File: config.mk
export PLATFORM = sky130hd
export DESIGN_NAME = alu_pipe_flat
export DESIGN_NICKNAME = d
export VERILOG_FILES = /design/src/rtl/alu_pipe_if.sv /design/src/rtl/alu_pipe.sv /design/src/flat_wrapper.sv
export SDC_FILE = /design/constraint.sdc
export NUM_CORES = 1
export LEC_CHECK = 0
export CAP_MARGIN = 20
export CORE_AREA = 2 2 75 77
export DETAILED_ROUTE_END_ITERATION = 10
export DIE_AREA = 0 0 77 79
export PLACE_DENSITY = 0.79
export SYNTH_ARGS = -nofsm -noshare
export SYNTH_HDL_FRONTEND = slang
export SYNTH_SLANG_ARGS = --single-unit
export TNS_END_PERCENT = 20
File: constraint.sdc
create_clock -name clk -period 2.65 [get_ports clk]
set_input_delay 0.265 -clock clk [delete_from_list [all_inputs] [get_ports clk]]
set_output_delay 0.265 -clock clk [all_outputs]
set_load 0.05 [all_outputs]
File: src/rtl/alu_pipe_if.sv
// Operand/result bus between the operand sequencer, alu_pipe and writeback.
// Latency: none, wiring only.
// Backpressure: in_valid/in_ready on the operand side, out_valid/out_ready on the result side.
//
// Signals:
//   in_valid/in_ready  operand beat handshake
//   a, b, op           operands and opcode (op: ADD SUB AND OR XOR NOTA INCA DECA)
//   acc_sel, acc_clr   use accumulator as operand A / clear accumulator
//   out_valid/out_ready result handshake
//   result, flag_c/z/n/v registered result and flags
//   acc                current accumulator value
// Modports: slave = the ALU, master = the driver of operands / consumer of results.
interface alu_pipe_if #(
    parameter int WIDTH = 8
);
    logic             in_valid;
    logic             in_ready;
    logic [WIDTH-1:0] a;
    logic [WIDTH-1:0] b;
    logic [2:0]       op;
    logic             acc_sel;
    logic             acc_clr;
    logic             out_valid;
    logic             out_ready;
    logic [WIDTH-1:0] result;
    logic             flag_c;
    logic             flag_z;
    logic             flag_n;
    logic             flag_v;
    logic [WIDTH-1:0] acc;

    modport slave (
        input  in_valid, a, b, op, acc_sel, acc_clr, out_ready,
        output in_ready, out_valid, result, flag_c, flag_z, flag_n, flag_v, acc
    );

    modport master (
        output in_valid, a, b, op, acc_sel, acc_clr, out_ready,
        input  in_ready, out_valid, result, flag_c, flag_z, flag_n, flag_v, acc
    );
endinterface

File: src/rtl/alu_pipe.sv
// Registered ALU with C/Z/N/V flags and an accumulator usable as operand A.
// Latency: 1 cycle from accepted operand beat to out_valid; 1 beat/cycle while out_ready=1.
// Backpressure: in_ready = !out_valid | out_ready; result/flags hold while stalled.
//
// Ports:
//   clk  rising-edge clock
//   rst  asynchronous active-high reset (clears result, flags, out_valid, acc)
//   bus  alu_pipe_if.slave (operand handshake, result handshake, flags, acc)
module alu_pipe #(
    parameter int WIDTH = 8
) (
    input  logic       clk,
    input  logic       rst,
    alu_pipe_if.slave  bus
);
    localparam logic [2:0] OP_ADD = 3'b000;
    localparam logic [2:0] OP_SUB = 3'b001;
    localparam logic [2:0] OP_AND = 3'b010;
    localparam logic [2:0] OP_OR  = 3'b011;
    localparam logic [2:0] OP_XOR = 3'b100;
    localparam logic [2:0] OP_NOT = 3'b101;
    localparam logic [2:0] OP_INC = 3'b110;
    localparam logic [2:0] OP_DEC = 3'b111;

    localparam logic [WIDTH-1:0] ONE = WIDTH'(1);

    logic [WIDTH-1:0] result_q;
    logic             c_q, z_q, n_q, v_q;
    logic             out_valid_q;
    logic [WIDTH-1:0] acc_q;

    logic             in_fire;
    logic             out_fire;

    logic [WIDTH-1:0] opnd_a;
    logic [WIDTH-1:0] opnd_b;
    logic [WIDTH:0]   sum;
    logic             is_add;
    logic             is_sub;
    logic [WIDTH-1:0] res;
    logic             res_c;
    logic             res_v;

    // in_ready depends only on the output register state, never on in_valid.
    assign bus.in_ready = !out_valid_q || bus.out_ready;
    assign in_fire      = bus.in_valid && bus.in_ready;
    assign out_fire     = out_valid_q && bus.out_ready;

    always_comb begin
        opnd_a = bus.acc_sel ? acc_q : bus.a;
        opnd_b = bus.b;
        sum    = '0;
        is_add = 1'b0;
        is_sub = 1'b0;
        res    = '0;
        res_c  = 1'b0;
        res_v  = 1'b0;

        case (bus.op)
            OP_ADD: is_add = 1'b1;
            OP_SUB: is_sub = 1'b1;
            OP_INC: begin
                is_add = 1'b1;
                opnd_b = ONE;
            end
            OP_DEC: begin
                is_sub = 1'b1;
                opnd_b = ONE;
            end
            OP_AND: res = opnd_a & opnd_b;
            OP_OR:  res = opnd_a | opnd_b;
            OP_XOR: res = opnd_a ^ opnd_b;
            OP_NOT: res = ~opnd_a;
            default: res = '0;
        endcase

        // Zero-extended WIDTH+1 arithmetic: for subtraction the top bit is the
        // borrow, i.e. set exactly when A < B unsigned.
        if (is_add) begin
            sum   = {1'b0, opnd_a} + {1'b0, opnd_b};
            res   = sum[WIDTH-1:0];
            res_c = sum[WIDTH];
            res_v = (opnd_a[WIDTH-1] == opnd_b[WIDTH-1]) &&
                    (res[WIDTH-1] != opnd_a[WIDTH-1]);
        end else if (is_sub) begin
            sum   = {1'b0, opnd_a} - {1'b0, opnd_b};
            res   = sum[WIDTH-1:0];
            res_c = sum[WIDTH];
            res_v = (opnd_a[WIDTH-1] != opnd_b[WIDTH-1]) &&
                    (res[WIDTH-1] != opnd_a[WIDTH-1]);
        end
    end

    always_ff @(posedge clk or posedge rst) begin
        if (rst) begin
            result_q    <= '0;
            c_q         <= 1'b0;
            z_q         <= 1'b0;
            n_q         <= 1'b0;
            v_q         <= 1'b0;
            out_valid_q <= 1'b0;
            acc_q       <= '0;
        end else begin
            // A new beat on the same edge as out_fire replaces the old result
            // and keeps out_valid high.
            if (in_fire) begin
                result_q    <= res;
                c_q         <= res_c;
                z_q         <= (res == '0);
                n_q         <= res[WIDTH-1];
                v_q         <= res_v;
                out_valid_q <= 1'b1;
            end else if (out_fire) begin
                out_valid_q <= 1'b0;
            end

            // Clear wins over load; the concurrent beat already used the old acc.
            if (bus.acc_clr) begin
                acc_q <= '0;
            end else if (in_fire && bus.acc_sel) begin
                acc_q <= res;
            end
        end
    end

    assign bus.out_valid = out_valid_q;
    assign bus.result    = result_q;
    assign bus.flag_c    = c_q;
    assign bus.flag_z    = z_q;
    assign bus.flag_n    = n_q;
    assign bus.flag_v    = v_q;
    assign bus.acc       = acc_q;
endmodule

File: src/flat_wrapper.sv
// flat-port wrapper written by rule: the top's interface ports become plain ports
module alu_pipe_flat 
#(
    parameter int WIDTH = 8
)
  (clk, rst, bus_in_valid, bus_a, bus_b, bus_op, bus_acc_sel, bus_acc_clr, bus_out_ready, bus_in_ready, bus_out_valid, bus_result, bus_flag_c, bus_flag_z, bus_flag_n, bus_flag_v, bus_acc);
  alu_pipe_if #(.WIDTH(WIDTH)) bus_i ();
  input  logic clk;
  input  logic rst;
  input wire logic [$bits(bus_i.in_valid)-1:0] bus_in_valid;
  input wire logic [$bits(bus_i.a)-1:0] bus_a;
  input wire logic [$bits(bus_i.b)-1:0] bus_b;
  input wire logic [$bits(bus_i.op)-1:0] bus_op;
  input wire logic [$bits(bus_i.acc_sel)-1:0] bus_acc_sel;
  input wire logic [$bits(bus_i.acc_clr)-1:0] bus_acc_clr;
  input wire logic [$bits(bus_i.out_ready)-1:0] bus_out_ready;
  output wire logic [$bits(bus_i.in_ready)-1:0] bus_in_ready;
  output wire logic [$bits(bus_i.out_valid)-1:0] bus_out_valid;
  output wire logic [$bits(bus_i.result)-1:0] bus_result;
  output wire logic [$bits(bus_i.flag_c)-1:0] bus_flag_c;
  output wire logic [$bits(bus_i.flag_z)-1:0] bus_flag_z;
  output wire logic [$bits(bus_i.flag_n)-1:0] bus_flag_n;
  output wire logic [$bits(bus_i.flag_v)-1:0] bus_flag_v;
  output wire logic [$bits(bus_i.acc)-1:0] bus_acc;
  assign bus_i.in_valid = bus_in_valid;
  assign bus_i.a = bus_a;
  assign bus_i.b = bus_b;
  assign bus_i.op = bus_op;
  assign bus_i.acc_sel = bus_acc_sel;
  assign bus_i.acc_clr = bus_acc_clr;
  assign bus_i.out_ready = bus_out_ready;
  assign bus_in_ready = bus_i.in_ready;
  assign bus_out_valid = bus_i.out_valid;
  assign bus_result = bus_i.result;
  assign bus_flag_c = bus_i.flag_c;
  assign bus_flag_z = bus_i.flag_z;
  assign bus_flag_n = bus_i.flag_n;
  assign bus_flag_v = bus_i.flag_v;
  assign bus_acc = bus_i.acc;
  alu_pipe #(.WIDTH(WIDTH)) u_core (.clk(clk), .rst(rst), .bus(bus_i));
endmodule
==> results of run 1 <==
worst min-delay path by stage:
stage	endpoint	slack, ps	cells after the start
after floorplan	u_core.bus.acc[1]$_DFFE_PP0P_	230	1
after global placement	u_core.bus.result[6]$_DFFE_PP0P_	460	2
after detailed placement	u_core.bus.result[1]$_DFFE_PP0P_	460	2
after CTS	u_core.bus.acc[1]$_DFFE_PP0P_	470	2
after global routing	u_core.bus.acc[1]$_DFFE_PP0P_	520	2
final	u_core.bus.acc[1]$_DFFE_PP0P_	450	2
cells by family (layout without fill, tap and decap cells):
family	Yosys count	after routing	synth area share, %
xor+xnor	7	7	2.65
simple gates	101	101	19.8
compound gates	80	80	22.9
flops	20	20	21.6
buf+inv	51	163	9.18
mux	11	11	4.91
fa+ha+maj	34	34	19.0
state kept, by name, indices dropped and copies added, names as in the netlist:
register	flops
u_core.bus.flag_z	1
u_core.bus.result	7
u_core.bus.out_valid	1
u_core.bus.flag_c	1
u_core.bus.flag_v	1
u_core.bus.flag_n	1
u_core.bus.acc	8
metal layers:
layer	track usage [%]	up-vias	wire length, µm
met3	4.32	32	639
met4	8.75	0	258
li1	-	1275	-
met5	0	-	0
met2	47.2	144	4250
met1	30.5	1307	3050
what timing repair did:
item / in CTS / in global routing
hold buffers: 0 / 0
buffers inserted: 5 / 5
resized for setup: 27 / 29
endpoints found under the setup margin: 16 / 12
pin swaps: 14 / 15
cell usage in the layout (no fill, tap or decap), types with 5 or more instances in the layout:
| master | instances |
|---|---|
| ha_1 | 26 |
| nor2_1 | 21 |
| o21ai_0 | 14 |
| ha_4 | 5 |
| nor3_1 | 8 |
| a21oi_1 | 18 |
| buf_4 | 75 |
| dfrtp_1 | 16 |
| inv_1 | 32 |
| xnor2_1 | 6 |
| nand2_1 | 41 |
| clkdlybuf4s50_1 | 40 |
power by group:
| part | switching, mW | leakage (nW) | internal [mW] |
|---|---|---|---|
| logic | 0.558 | 1.51 | 0.444 |
| registers | 0.0253 | 0.250 | 0.345 |
| clock network | 0.100 | 0.0288 | 0.132 |
Yosys cell counts, types with 3 or more instances:
cell      count  area share (%)
a211oi_1      4             1.3
a21oi_1      20             4.3
and2_1        3            0.81
buf_1         3            0.49
buf_2         5             1.1
clkbuf_1      4            0.65
dfrtp_1      20              22
ha_1         32              17
inv_1        36             5.8
mux2_2        3             1.5
mux2i_1       8             3.5
nand2_1      46             7.5
nand2b_1      4             1.1
nand3_1       4            0.86
nand3b_1      3            0.97
nor2_1       21             3.4
nor2b_1       5             1.3
nor3_1        8             1.7
o211ai_1      3            0.97
o21a_1        4             1.3
o21ai_0      19             4.1
o31ai_1       3            0.97
xnor2_1       6             2.3
critical path: cells and delay by family, from the launching register on:
family / cells / cell delay [ps]
compound gates: 3 / 530
flops: 1 / 410
buf+inv: 3 / 270
simple gates: 3 / 540
fa+ha+maj: 2 / 490
xor+xnor: 1 / 150
mux: 1 / 300
final cells by class:
cell class / instances / area (µm²) / share of cell area, %
Timing Repair Buffer: 123 / 1050 / 28.7
Clock buffer: 4 / 55.1 / 1.50
Inverter: 36 / 140 / 3.83
Sequential cell: 20 / 505 / 13.8
Multi-Input combinational cell: 233 / 1820 / 49.7
Tap cell: 72 / 90.1 / 2.46
stage by stage:
| step | std cells | instance area, µm² | util [%] | TNS (ps) | power, mW |
|---|---|---|---|---|---|
| 2_1_floorplan | 304 | 2340 | - | -77.4 | 0.891 |
| 3_3_place_gp | 474 | 3320 | 62.1 | -5640 | 1.22 |
| 3_5_place_dp | 474 | 3320 | 62.1 | -7630 | 1.25 |
| 4_1_cts | 483 | 3520 | 65.9 | 0 | 1.52 |
| 5_1_grt | 488 | 3660 | 68.6 | -421 | 1.68 |
| 6_report | 488 | 3660 | 68.6 | -101 | 1.61 |
==> results.md, run 1 <==
* Status: complete, but fails checks
* Failing checks: negative setup slack
* Leak at 1.79 nW
* Antenna diodes at 0
* 1st-iter DRT viols at 215
* Chip width at 77 µm
* CTS Buf Count at 3
* CTS root buf: clkbuf_8
* Async SR Flop Fraction at 100%
* Worst path cell trace: mux2_4 -> inv_4 -> ha_4 -> inv_2 -> fa_2 -> buf_4 -> xnor2_1 -> nand2_1 -> nor2_1 -> a21oi_1 -> o211a_1 -> nor4_2 -> a32o_1
* Drt via density at 5.65
* Peak Freq at 0.366 GHz
* Max Slew Vio Count at 0
* R2r startpoint: u_core.bus.acc[0]$_DFFE_PP0P_
* Syn_nets at 363
* Die Y at 79 µm
* Unrepaired setup endpoints after global routing: true
* CP max stage delay at 410 ps
* Htree depth at 1
* Clk buf depth at 2
* HP Class: in -> async
* Reg-to-Reg End: u_core.bus.flag_z$_DFFE_PP0P_
* Pin count of the biggest net entering global routing at 23
* Register bit count reported by yosys at 20
* CP Class: reg -> reg
* Synth Warn # at 0
* Tcrit/Tclk final at 103%
* Worst setup path endpoint: u_core.bus.flag_z$_DFFE_PP0P_
* # setup viols final at 2
* Worst Tran Pin Value at between 700 and 800 ps
* Worst reg2reg path depth at 13
* Max Cap Viol at 0
* Worst EP arrival at approximately 2900 ps
* First-pass GRT wire length at 12600 µm
* Slew HR at 49.9%
* Hold_ws at ~450 ps
* Post-synth EDFFs at 0
* Post-route antenna net violation count at 0
* Antenna violations before repair at 0
* Vias at 2758
* Port bufs at 46
* Clock Skew at 0.934 ps
* CP endpoint kind: flop
* Mapped Cells at about 300
* CP max stage cell: dfrtp_2
* VDD IR-drop max at 0.000510 V
* CP Launch Type: flop
* Clock sinks at 20
* DRT Pass-1 Iters at 6
* Remaining DRCs at 0
* Net count reported at finish at between 400 and 500
* Core area at 0.00534 mm²
* Worst skew pair latency at 260 ps
* Overall fraction of global-route tracks in use at 25.7%
* Layout cells sized above 1 at 30.5%
* Worst slack, placed at -653 ps
* # rows at 27
* Initial core utilization at a little over two fifths
* WP data required at 2850 ps
* TritonCTS clock tree: done
* Crit path from: u_core.bus.acc[0]$_DFFE_PP0P_
* Fin. Hold Viols at 0
* Vias in the first global route at 2701
* Area grow syn2layout at 58.0%
* WL/cell at between 15 and 20 µm
* I/O Pins at 47
* Worst setup margin at -79.7 ps
* Crit-path max FO at 4
* Tmin final at 2730 ps
* Final WL at approximately 8200 µm
* Mapped cell area at 0.00232 mm²
* R2R setup slack at -80 ps
* Clock slew seen by the registers of the worst setup and hold paths at ~70 ps
* Routability congestion estimate at just over 1
* Die area at 0.00608 mm²
* Yosys cell types at 55
* Avg Cell Area, Syn at 7.62 µm²
* Sequential share of the synthesized area at between 20% and 30%
* Fill cells at 421
* Placed wire-length estimate at 5780 µm
* Total grt overflow at 0
* Synth Flop Type: dfrtp_1
* PwrDens at about 440 mW/mm²
No activity file was read; power rests on OpenSTA's default activity.
==> inputs of run 2 (changes only) <==
--- a/config.mk
+++ b/config.mk
@@ -10,6 +10,7 @@
 export DETAILED_ROUTE_END_ITERATION = 10
 export DIE_AREA = 0 0 77 79
 export PLACE_DENSITY = 0.79
+export SKIP_LAST_GASP = 1
 export SYNTH_ARGS = -nofsm -noshare
 export SYNTH_HDL_FRONTEND = slang
 export SYNTH_SLANG_ARGS = --single-unit
==> run 2 against run 1 <==
  * Largest cell class unchanged
  * The run still ends with negative setup slack left
  * Critical endpoint unchanged
  * Routed wire length fell by 0.50%
  * Cell area fell by 0.38%
  * First-iteration DRC count fell by 12%
  * Clock-buffer cell count did not move
  * Sequential share of layout area rose by 0.052 points
==> results.md, run 2 (synthesized netlist as in run 1, its figures left out) <==
* WP buf/inv at 3 (unchanged)
* Initial core utilization at 43.4% (unchanged)
* Clock slew seen by the registers of the worst setup and hold paths at 70 ps (about the same)
* Slew HR at 49.5% (-0.42 points)
* I/O Pins at 47 (unchanged)
* Status: complete, but fails checks
* Vias in the first global route at 2701 (unchanged)
* Placed cell count at 474 (unchanged)
* Peak Freq at 0.366 GHz (about the same)
* Drt via density at 5.64 (-0.22%)
* Vias at 2752 (-0.22%)
* Pwr Total at 1.60 mW (-0.38%)
* Htree depth at 1 (unchanged)
* Die Y at 79 µm (unchanged)
* Post-Layout Cell Count at 488 (unchanged)
* 1st-iter DRT viols at 190 (-12%)
* TritonCTS clock tree: done
* CP Class: reg -> reg
* WL/cell at 16.7 µm (-0.50%)
* Final core occ at 68.4% (-0.26 points)
* CTS Buf Count at 3 (unchanged)
* Crit-path max FO at 4 (unchanged)
* Remaining DRCs at 0 (unchanged)
* # rows at 27 (unchanged)
* Worst EP arrival at 2930 ps (about the same)
* Failing checks: negative setup slack
* Fin. Hold Viols at 0 (unchanged)
* Placed wire-length estimate at 5780 µm (unchanged)
* CTS root buf: clkbuf_8
* Leak at 1.79 nW (-0.36%)
* Post-route antenna net violation count at 0 (unchanged)
* Worst slack, placed at -653 ps (unchanged)
* Setup TNS at -107 ps (-5.60 ps)
* Antenna violations before repair at 0 (unchanged)
* Hold_ws at 448 ps (+1.92 ps)
* Tmin final at 2730 ps (-1.04 ps)
* Worst reg2reg path depth at 13 (unchanged)
* HP Class: in -> async
* Antenna diodes at 0 (unchanged)
* PwrDens at 438 mW/mm² (about the same)
* # setup viols final at 4 (+2)
* Worst Tran Pin Value at 757 ps (+6.35 ps)
* Clk buf depth at 2 (unchanged)
* CP max stage cell: dfrtp_2
* Worst skew pair latency at 260 ps (about the same)
* Clock Skew at 0.737 ps (-0.197 ps)
* Routability congestion estimate at 1.03 (unchanged)
* Final Cell Area at 0.00365 mm² (-0.38%)
* Critical path depth at 13 (unchanged)
* Port bufs at 46 (unchanged)
* Reg-to-Reg End: u_core.bus.flag_z$_DFFE_PP0P_
* Worst setup path endpoint: u_core.bus.flag_z$_DFFE_PP0P_
* Worst path cell trace: mux2_4 -> inv_4 -> ha_4 -> inv_2 -> fa_2 -> buf_4 -> xnor2_1 -> nand2_1 -> nor2_1 -> a21oi_1 -> o211a_1 -> nor4_2 -> a32o_1
* Pin count of the biggest net entering global routing at 23 (unchanged)
* Core area at 0.00534 mm² (unchanged)
* Tcrit/Tclk final at 103% (about the same)
* Max reg flops at 8 (unchanged)
* Chip width at 77 µm (unchanged)
* Die area at 0.00608 mm² (unchanged)
* Unrepaired setup endpoints after global routing: true
* Clock sinks at 20 (unchanged)
* Overall fraction of global-route tracks in use at 25.7% (unchanged)
* CTS hold repair buffers at 0 (unchanged)
* VDD IR-drop max at 0.000509 V (-0.20%)
* Max Slew Vio Count at 0 (unchanged)
* CP endpoint kind: flop
* Most common cell after layout, fill and taps aside: buf_4
* CP max stage delay at 400 ps (about the same)
* First-pass GRT wire length at 12600 µm (unchanged)
* Worst setup margin at -78.6 ps (+1.04 ps)
* Crit path from: u_core.bus.acc[0]$_DFFE_PP0P_
* R2r startpoint: u_core.bus.acc[0]$_DFFE_PP0P_
* Most frequent cells in the layout: buf_4, nand2_1, clkdlybuf4s50_1
* Max Cap Viol at 0 (unchanged)
* WP data required at 2850 ps (about the same)
* Layout cells sized above 1 at 30.3% (-0.24 points)
* Final WL at 8160 µm (-0.50%)
* CP delay by family, top: compound AO/OA/AOI/OAI gates
* CP Launch Type: flop
* DRT Pass-1 Iters at 5 (-1)
* Net count reported at finish at 476 (unchanged)
* Area grow syn2layout at 57.5%
* Total grt overflow at 0 (unchanged)
* R2R setup slack at -80 ps (about the same)
* Placed cell area at 0.00332 mm² (unchanged)
==> run 2: area by class of cell <==
type                    instances  area [µm²]
well taps                      72        90.1
multi-input cells             233        1810
flip-flops and latches         20         505
repair buffers                123        1050
inverters                      36         138
clock buffers                   4        55.1
fillers                       425        1690
==> run 2: per-layer routing <==
| layer | GRT usage, % | up-vias | share of wire, % |
|---|---|---|---|
| met5 | 0 | - | 0 |
| met1 | 30.5 | 1292 | 38 |
| li1 | - | 1276 | - |
| met2 | 47.2 | 149 | 51 |
| met4 | 8.75 | 0 | 3.5 |
| met3 | 4.32 | 35 | 7.3 |
==> run 2: worst min-delay path by stage <==
| stage | end | slack [ps] | cells past startpoint |
|---|---|---|---|
| floorplan | u_core.bus.acc[1]$_DFFE_PP0P_ | 230 | 1 |
| global placement | u_core.bus.result[6]$_DFFE_PP0P_ | 460 | 2 |
| detailed placement | u_core.bus.result[1]$_DFFE_PP0P_ | 460 | 2 |
| CTS | u_core.bus.acc[1]$_DFFE_PP0P_ | 470 | 2 |
| global route | u_core.bus.acc[1]$_DFFE_PP0P_ | 520 | 2 |
| finish | u_core.bus.acc[1]$_DFFE_PP0P_ | 450 | 2 |
==> run 2: worst reg2reg max path, stage by stage, from the launching register on <==
cell,delay [ps]
dfrtp_2,400
mux2_4,300
inv_4,80
ha_4,130
inv_2,40
fa_2,360
buf_4,150
xnor2_1,150
nand2_1,90
nor2_1,150
a21oi_1,70
o211a_1,260
nor4_2,290
a32o_1,200
==> run 2: where the power goes <==
part / switching, mW / total, mW / internal, mW
combinational: 0.555 / 0.995 / 0.440
clock: 0.101 / 0.233 / 0.132
sequential: 0.0256 / 0.371 / 0.345
==> run 2: repair_timing <==
| action | CTS | global route |
|---|---|---|
| setup endpoints to repair | 16 | 12 |
| resized for setup | 27 | 26 |
| pin swaps | 14 | 14 |
| buffers inserted | 5 | 5 |
| endpoints found under the hold margin | 0 | 0 |
